--- src/rtl/sample_stash_if.sv ---
// Sample/view bus of the sample stash: producer and navigation inputs,
// live or viewed sample and occupancy status back to the controller.
interface sample_stash_if #(
    parameter int WIDTH = 8,
    parameter int DEPTH = 8
);
    localparam int IW = (DEPTH > 1) ? $clog2(DEPTH) : 1;
    localparam int CW = $clog2(DEPTH + 1);

    logic [WIDTH-1:0] sample_in;
    logic             sample_in_valid;
    logic             next_sample;
    logic             prev_sample;
    logic             clear;
    logic [WIDTH-1:0] sample_out;
    logic [IW-1:0]    view_index;
    logic [CW-1:0]    count;
    logic             full;
    logic             empty;
    logic             dropped;

    modport master (
        output sample_in, sample_in_valid, next_sample, prev_sample, clear,
        input  sample_out, view_index, count, full, empty, dropped
    );

    modport slave (
        input  sample_in, sample_in_valid, next_sample, prev_sample, clear,
        output sample_out, view_index, count, full, empty, dropped
    );
endinterface

--- src/rtl/sample_stash.sv ---
// Circular sample buffer with a navigable view of the stored history and a
// live bypass of the incoming sample.
module sample_stash #(
    parameter int WIDTH     = 8,
    parameter int DEPTH     = 8,
    parameter bit OVERWRITE = 1'b1
) (
    input logic           clk,
    input logic           reset,
    sample_stash_if.slave bus
);
    localparam int IW = (DEPTH > 1) ? $clog2(DEPTH) : 1;
    localparam int CW = $clog2(DEPTH + 1);
    localparam logic [IW-1:0] LAST_PTR = IW'(DEPTH - 1);
    localparam logic [CW-1:0] FULL_CNT = CW'(DEPTH);
    localparam logic [IW:0]   DEPTH_W  = (IW + 1)'(DEPTH);

    logic [WIDTH-1:0] mem_q [DEPTH];
    logic [IW-1:0]    oldest_q, oldest_d;
    logic [IW-1:0]    wr_q, wr_d;
    logic [IW-1:0]    view_q, view_d;
    logic [CW-1:0]    count_q, count_d;
    logic             dropped_q, dropped_d;
    logic             mem_we;
    logic             is_full, is_empty;
    logic [IW:0]      rd_sum;
    logic [IW-1:0]    rd_addr;
    logic [CW-1:0]    view_ext;

    function automatic logic [IW-1:0] ptr_inc(input logic [IW-1:0] p);
        return (p == LAST_PTR) ? '0 : p + IW'(1);
    endfunction

    assign is_full  = (count_q == FULL_CNT);
    assign is_empty = (count_q == '0);
    assign view_ext = CW'(view_q);

    // Viewed entry is relative to the oldest pointer, wrapped at DEPTH.
    assign rd_sum  = {1'b0, oldest_q} + {1'b0, view_q};
    assign rd_addr = (rd_sum >= DEPTH_W) ? IW'(rd_sum - DEPTH_W) : rd_sum[IW-1:0];

    always_comb begin
        oldest_d  = oldest_q;
        wr_d      = wr_q;
        view_d    = view_q;
        count_d   = count_q;
        dropped_d = 1'b0;
        mem_we    = 1'b0;
        if (bus.clear) begin
            oldest_d = '0;
            wr_d     = '0;
            view_d   = '0;
            count_d  = '0;
        end else begin
            // Navigation works on the pre-write count; a write never moves the view.
            if (!is_empty && (bus.next_sample ^ bus.prev_sample)) begin
                if (bus.next_sample) begin
                    view_d = (view_ext == count_q - CW'(1)) ? '0 : view_q + IW'(1);
                end else begin
                    view_d = (view_q == '0) ? IW'(count_q - CW'(1)) : view_q - IW'(1);
                end
            end
            if (bus.sample_in_valid) begin
                if (!is_full) begin
                    mem_we  = 1'b1;
                    wr_d    = ptr_inc(wr_q);
                    count_d = count_q + CW'(1);
                end else if (OVERWRITE) begin
                    mem_we   = 1'b1;
                    wr_d     = ptr_inc(wr_q);
                    oldest_d = ptr_inc(oldest_q);
                end else begin
                    dropped_d = 1'b1;
                end
            end
        end
    end

    always_ff @(posedge clk) begin
        if (reset) begin
            oldest_q  <= '0;
            wr_q      <= '0;
            view_q    <= '0;
            count_q   <= '0;
            dropped_q <= 1'b0;
        end else begin
            oldest_q  <= oldest_d;
            wr_q      <= wr_d;
            view_q    <= view_d;
            count_q   <= count_d;
            dropped_q <= dropped_d;
        end
    end

    // Storage is never flushed; empty masking hides stale contents.
    always_ff @(posedge clk) begin
        if (mem_we && !reset) begin
            mem_q[wr_q] <= bus.sample_in;
        end
    end

    assign bus.sample_out = bus.sample_in_valid ? bus.sample_in :
                            is_empty            ? '0 : mem_q[rd_addr];
    assign bus.view_index = view_q;
    assign bus.count      = count_q;
    assign bus.full       = is_full;
    assign bus.empty      = is_empty;
    assign bus.dropped    = dropped_q;
endmodule

--- src/flat_wrapper.sv ---
// flat-port wrapper written by rule: the top's interface ports become plain ports
module sample_stash_flat 
#(
    parameter int WIDTH     = 8,
    parameter int DEPTH     = 8,
    parameter bit OVERWRITE = 1'b1
)
  (clk, reset, bus_sample_in, bus_sample_in_valid, bus_next_sample, bus_prev_sample, bus_clear, bus_sample_out, bus_view_index, bus_count, bus_full, bus_empty, bus_dropped);
  sample_stash_if #(.WIDTH(WIDTH), .DEPTH(DEPTH)) bus_i ();
  input logic clk;
  input logic reset;
  input wire logic [$bits(bus_i.sample_in)-1:0] bus_sample_in;
  input wire logic [$bits(bus_i.sample_in_valid)-1:0] bus_sample_in_valid;
  input wire logic [$bits(bus_i.next_sample)-1:0] bus_next_sample;
  input wire logic [$bits(bus_i.prev_sample)-1:0] bus_prev_sample;
  input wire logic [$bits(bus_i.clear)-1:0] bus_clear;
  output wire logic [$bits(bus_i.sample_out)-1:0] bus_sample_out;
  output wire logic [$bits(bus_i.view_index)-1:0] bus_view_index;
  output wire logic [$bits(bus_i.count)-1:0] bus_count;
  output wire logic [$bits(bus_i.full)-1:0] bus_full;
  output wire logic [$bits(bus_i.empty)-1:0] bus_empty;
  output wire logic [$bits(bus_i.dropped)-1:0] bus_dropped;
  assign bus_i.sample_in = bus_sample_in;
  assign bus_i.sample_in_valid = bus_sample_in_valid;
  assign bus_i.next_sample = bus_next_sample;
  assign bus_i.prev_sample = bus_prev_sample;
  assign bus_i.clear = bus_clear;
  assign bus_sample_out = bus_i.sample_out;
  assign bus_view_index = bus_i.view_index;
  assign bus_count = bus_i.count;
  assign bus_full = bus_i.full;
  assign bus_empty = bus_i.empty;
  assign bus_dropped = bus_i.dropped;
  sample_stash #(.WIDTH(WIDTH), .DEPTH(DEPTH), .OVERWRITE(OVERWRITE)) u_core (.clk(clk), .reset(reset), .bus(bus_i));
endmodule
--- config.mk ---
export PLATFORM = sky130hd
export DESIGN_NAME = sample_stash_flat
export DESIGN_NICKNAME = d
export VERILOG_FILES = /design/src/rtl/sample_stash_if.sv /design/src/rtl/sample_stash.sv /design/src/flat_wrapper.sv
export SDC_FILE = /design/constraint.sdc
export NUM_CORES = 1
export LEC_CHECK = 0
export ABC_AREA = 1
export BUFFER_PORTS_ARGS = -buffer_cell sky130_fd_sc_hd__buf_2
export CAP_MARGIN = 20
export CORE_AREA = 4 4 107 130
export DETAILED_ROUTE_END_ITERATION = 8
export DIE_AREA = 0 0 111 134
export GPL_TIMING_DRIVEN = 0
export PLACE_DENSITY = 0.46
export SKIP_CTS_REPAIR_TIMING = 1
export SYNTH_ARGS = -nofsm -noshare
export SYNTH_HDL_FRONTEND = slang
export SYNTH_SLANG_ARGS = --single-unit
--- constraint.sdc ---
create_clock -name clk -period 2.7 [get_ports clk]
set_input_delay 0.54 -clock clk [delete_from_list [all_inputs] [get_ports clk]]
set_output_delay 0.54 -clock clk [all_outputs]
set_load 0.05 [all_outputs]
Word level (Yosys, flattened, before mapping)
Memory sizes are Yosys's and may differ from the RTL's.
Cells that the tools add are included.
- register bits: 13
- RAM bits: 64
- input port bits: 14
- output and inout port bits: 18
- logic and storage cells: 41
- memories kept: 1
- memory list (name ; depth ; bits a word ; rd ports ; clocked after memory_dff ; write ports ; RTL line ; source):
    u_core.mem_q ; 8 ; 8 ; 1 ; 0 ; 1 ; sample_stash.sv:18 ; logic [WIDTH-1:0] mem_q [DEPTH];
- add/sub/neg operators: 8
- magnitude comparators: 1
- equality and inequality tests: 4
- multiplexer cells: 12
- bitwise gates (word level): 2
- reductions and logical operators: 9
- operator list (operator ; number):
    $mux W3 ; 6
    $mux W8 ; 2
    $add A3 B1 Y3 const B ; 3
    $eq A3 B3 Y1 const B ; 2
    $sub A3 B1 Y3 const B ; 2
    $add A3 B3 Y4 ; 1
    $add A4 B1 Y4 const B ; 1
    $eq A3 B4 Y1 ; 1
    $eq A4 B4 Y1 const B ; 1
    $ge A4 B4 Y1 const B ; 1
    $logic_not A4 Y1 ; 1
    $mux W1 ; 4
    $reduce_and A2 Y1 ; 2
    $sub A4 B1 Y4 const B ; 1
    $logic_not A3 Y1 ; 1
    $logic_and A1 B1 Y1 ; 2
    $logic_not A1 Y1 ; 2
    $reduce_or A2 Y1 ; 1
    $not A1 Y1 ; 1
    $xor A1 B1 Y1 ; 1

Longest topological paths before layout
An unclocked memory read counts as a cell.
- depth after elaboration: 6
- mapped depth: 12

Least setup slack after synthesis
Ideal clock, no wire load.
- path kind: reg-to-output
- start: reg u_core.view_q[0], in the netlist u_core.bus.view_index[0]
- end: out bus_sample_out[3]
- arrival time: 2.384 ns
- path slack: -0.224 ns
- stages on the path, launching flop included: 12
- cell sequence: dfxtp_1 -> ha_1 -> inv_1 -> fa_1 -> buf_4 -> inv_2 -> buf_4 -> nand3_1 -> nand2_1 -> nand2_1 -> nand3_1 -> nand2_1
- cells in the longest elaborated chain, start to end: 6
- elaborated cells on any way between the ends: 7
- ends and longest elaborated chain (item ; RTL line ; source):
    start: declaration ; sample_stash.sv:21 ; logic [IW-1:0] view_q, view_d;
    start signal: assignment ; sample_stash.sv:89 ; view_q <= view_d;
    $add A3 B3 Y4 (*) ; sample_stash.sv:39 ; assign rd_sum = {1'b0, oldest_q} + {1'b0, view_q};
    $ge A4 B4 Y1 / $sub A3 B1 Y3 (equally long branches) ; sample_stash.sv:40 ; assign rd_addr = (rd_sum >= DEPTH_W) ? IW'(rd_sum - DEPTH_W) : rd_sum[IW-1:0];
    $mux W3 (*) ; sample_stash.sv:40 ;
    $mem_v2 Z8 W8 (*) ; -- ;
    $mux W8 (*) ; sample_stash.sv:103 ; is_empty ? '0 : mem_q[rd_addr];
    $mux W8 (*) ; sample_stash.sv:102 ; assign bus.sample_out = bus.sample_in_valid ? bus.sample_in :
    end: declaration ; flat_wrapper.sv:17 ; output wire logic [$bits(bus_i.sample_out)-1:0] bus_sample_out;
Mark *: on every way between the ends. The rest lies on a longest branch, timed or not.

Final worst setup path
- start: reg u_core.view_q[0], in the netlist u_core.bus.view_index[0]
- end: out bus_sample_out[5]
Same word-level chain as after synthesis.

==> results.toml <==
[drt]
wl_per_cell_microns = 14.8
first_pass_iters = 4
drc = 0
dr_total_vias = 2748
route.antenna.remaining_nets = 0
postRouteWirelength_microns = 8990
via_density_per_instance = 4.51
drt_first_iter_violations = 171

[run_status]
status = "complete, but fails checks"
violations = "setup timing"

[placed_design]
count_of_buffers_from_port_buffering = 29
postPlaceCellArea_sq_um = 4080
place_hpwl_microns = 6080
preCtsSetupSlack_ns = -0.142
gpl_congestion = 0.780

[logic_synthesis]
number_of_enable_flip_flop_cells_after_synthesis = 64
synth.yosys.warnings = 0
dominantRegCellSynth = "edfxtp_1"
synth_largest_type_area_fraction_pct = 51.5
synthCells = 392
synth_sequential_area_ratio_pct = 58.5
yosys-top-cells-area = "edfxtp_1 52%, nand2_1 15%, dfxtp_1 7.0%"
async_reset_ff_share_pct = 0
synthesis.area_sq_um = 3730
ys_seq_elements = 77
post_synth_num_cell_types = 28
synth_fp_nets = 418
post_synth.cell_area_avg_sq_um = 9.51
synth_top_cell_by_area = "edfxtp_1"

[finish]
layout.cells.most_common = "nand2_1"
postLayoutCellArea_sq_um = 4590
num_antenna_cells = 0
final_layout_size_suffix_gt1_share_pct = 20.4
layout_area_growth_over_synthesis_pct = 23.1
layout.nets = 466
layout.cells.most_common_list = "145 x nand2_1, 64 x edfxtp_1, 45 x nand3_1, 26 x inv_1, 26 x buf_2"
nFillCells = 1260

[hold_path]
timing.hold.worst.class = "primary input to register"
hold_path_startpoint = "bus_sample_in_valid"

[clock_tree]
path_clk_slew_ns = 0.06
cts_made_buffers = 9
clock_insertion_delay_worst_skew_ns = 0.33
count_of_h_tree_levels_built_during_cts = 3
cts.path.max_buffers = 2
clk_root_buffer_cell = "clkbuf_16"
clock_sinks = 77
cts_tree = "yes"

[global_route]
initial_antenna_violation_count = 0
grt_overflow = 0
grt_pass1_vias = 2601
grt_start_max_net_pins = 13
global_route.usage.total_pct = 12.7
grt_first_pass_wirelength_microns = 14200

[floorplanning]
die_height_microns = 134
row_cnt = 45
die-area_sq_um = 14900
coreArea_sq_um = 12600
ios = 32
start_util_pct = 29.7
fp.dieW_microns = 111

[worst_setup_path]
worst-path-max-fanout = 8
critPathArrivalTime_ns = 2.30
worstSetupStartpointType = "register"
worst-endpoint-required_ns = 2.16
rr_startpoint = "u_core.bus.count[0]$_SDFFE_PP0P_"
slack_of_the_worst_reg_to_reg_path_ns = 1.06
critPathLaunch = "u_core.bus.view_index[0]$_SDFFE_PP0P_"
timing.setup.critical_path_class = "register to primary output"
critical_path.endpoint_type = "primary output"

[run]
cap_violations = 0

[timing]
timing.slew.headroom_pct = 39.8
final.setup_skew_ns = 0.00576
final_period_minus_worst_setup_slack_ns = 2.84
worst-slew-pin-transition_ns = 0.900
setup_viol_count_final = 8
post-route-period-util_pct = 105
final_hold_viol_count = 0
timing.final.max_slew_violations = 0
finalWorstSetupSlack_ns = -0.138
maxClockFrequency_mhz = 352
grt_setup_unrepaired = "yes"

[pwr]
report.power.total_mw = 2.78
leakage_nw = 1.89
vdd_ir_drop_max_mv = 0.365
pd_cells_nw_per_um2 = 606
-- path summary, 6_finish.rpt --
kind / endpoint / depth (start not counted)
min reg2reg: u_core.oldest_q[0]$_SDFFE_PP0P_ / 2
min: u_core.bus.count[2]$_SDFFE_PP0P_ / 2
max reg2reg: u_core.bus.view_index[1]$_SDFFE_PP0P_ / 9
max: bus_sample_out[5] / 12
-- report_power, final --
group	internal (mW)	switching [mW]	total [mW]	leakage, nW
clock	0.794	0.445	1.24	0.149
sequential	1.29	0.00651	1.30	0.684
combinational	0.0778	0.162	0.240	1.06
-- through the flow --
stage	setup TNS (ns)	std cells	hold slack, ns	utilization [%]
after global placement	-0.505	585	0.494	32.5
after global routing	-1.87	609	0.524	36.6
final	-0.974	609	0.514	36.6
after detailed placement	-0.764	585	0.499	32.5
after floorplan	0	392	0.472	-
after CTS	-3.66	601	0.507	34.9
-- layer usage --
layer	routed length (microns)	part of all wire (%)	track usage, %	up-vias
met1	4000	44	15.6	1285
met3	338	3.8	2.71	11
li1	-	-	-	1394
met2	4500	50	21.1	58
met5	0	0	0	-
met4	156	1.7	6.37	0
-- Yosys cell counts (2+ instances only) --
master    number
buf_4          7
edfxtp_1      64
nor2_1        18
nand2_1      150
nand3_1       46
nand2_4        3
nor2_4         2
dfxtp_1       13
a21oi_1       13
a31oi_1        2
a211oi_1       3
inv_2          5
ha_1          11
buf_2          6
inv_1         27
o21ai_0       10
-- registers in the layout (all words and copies together) (netlist names) --
name / cells
u_core.mem_q: 64
u_core.bus.count: 4
u_core.bus.view_index: 3
u_core.oldest_q: 3
u_core.wr_q: 3
-- final cells by class --
class | instances | area, sq um | area share, %
plain buffers | 14 | 115 | 2.51
multi-input cells | 268 | 1360 | 29.6
inverters | 33 | 136 | 2.97
clock buffers | 9 | 225 | 4.90
repair buffers | 37 | 284 | 6.19
well taps | 164 | 205 | 4.47
clock inverters | 7 | 80.1 | 1.74
flip-flops and latches | 77 | 2190 | 47.7
-- cell families after synthesis --
| kind of cell | synth area share (%) |
|---|---|
| AO/OA/AOI/OAI | 4.70 |
| XOR/XNOR | 0.470 |
| adder cells (fa/ha/maj) | 4.23 |
| buffers and inverters | 5.97 |
| flip-flops | 58.5 |
| other | 0.101 |
| AND/OR/NAND/NOR | 26.0 |
-- critical path: stages, from the launching register on --
cell and delay (ns):
dfxtp_4 0.40, ha_4 0.14, inv_2 0.03, fa_1 0.52, buf_6 0.15, inv_8 0.06
buf_8 0.13, nand3_1 0.07, nand2_1 0.05, nand2_1 0.09, nand3_1 0.09, nand2_1 0.09
buf_6 0.16
(Power assumes the default switching activity.)
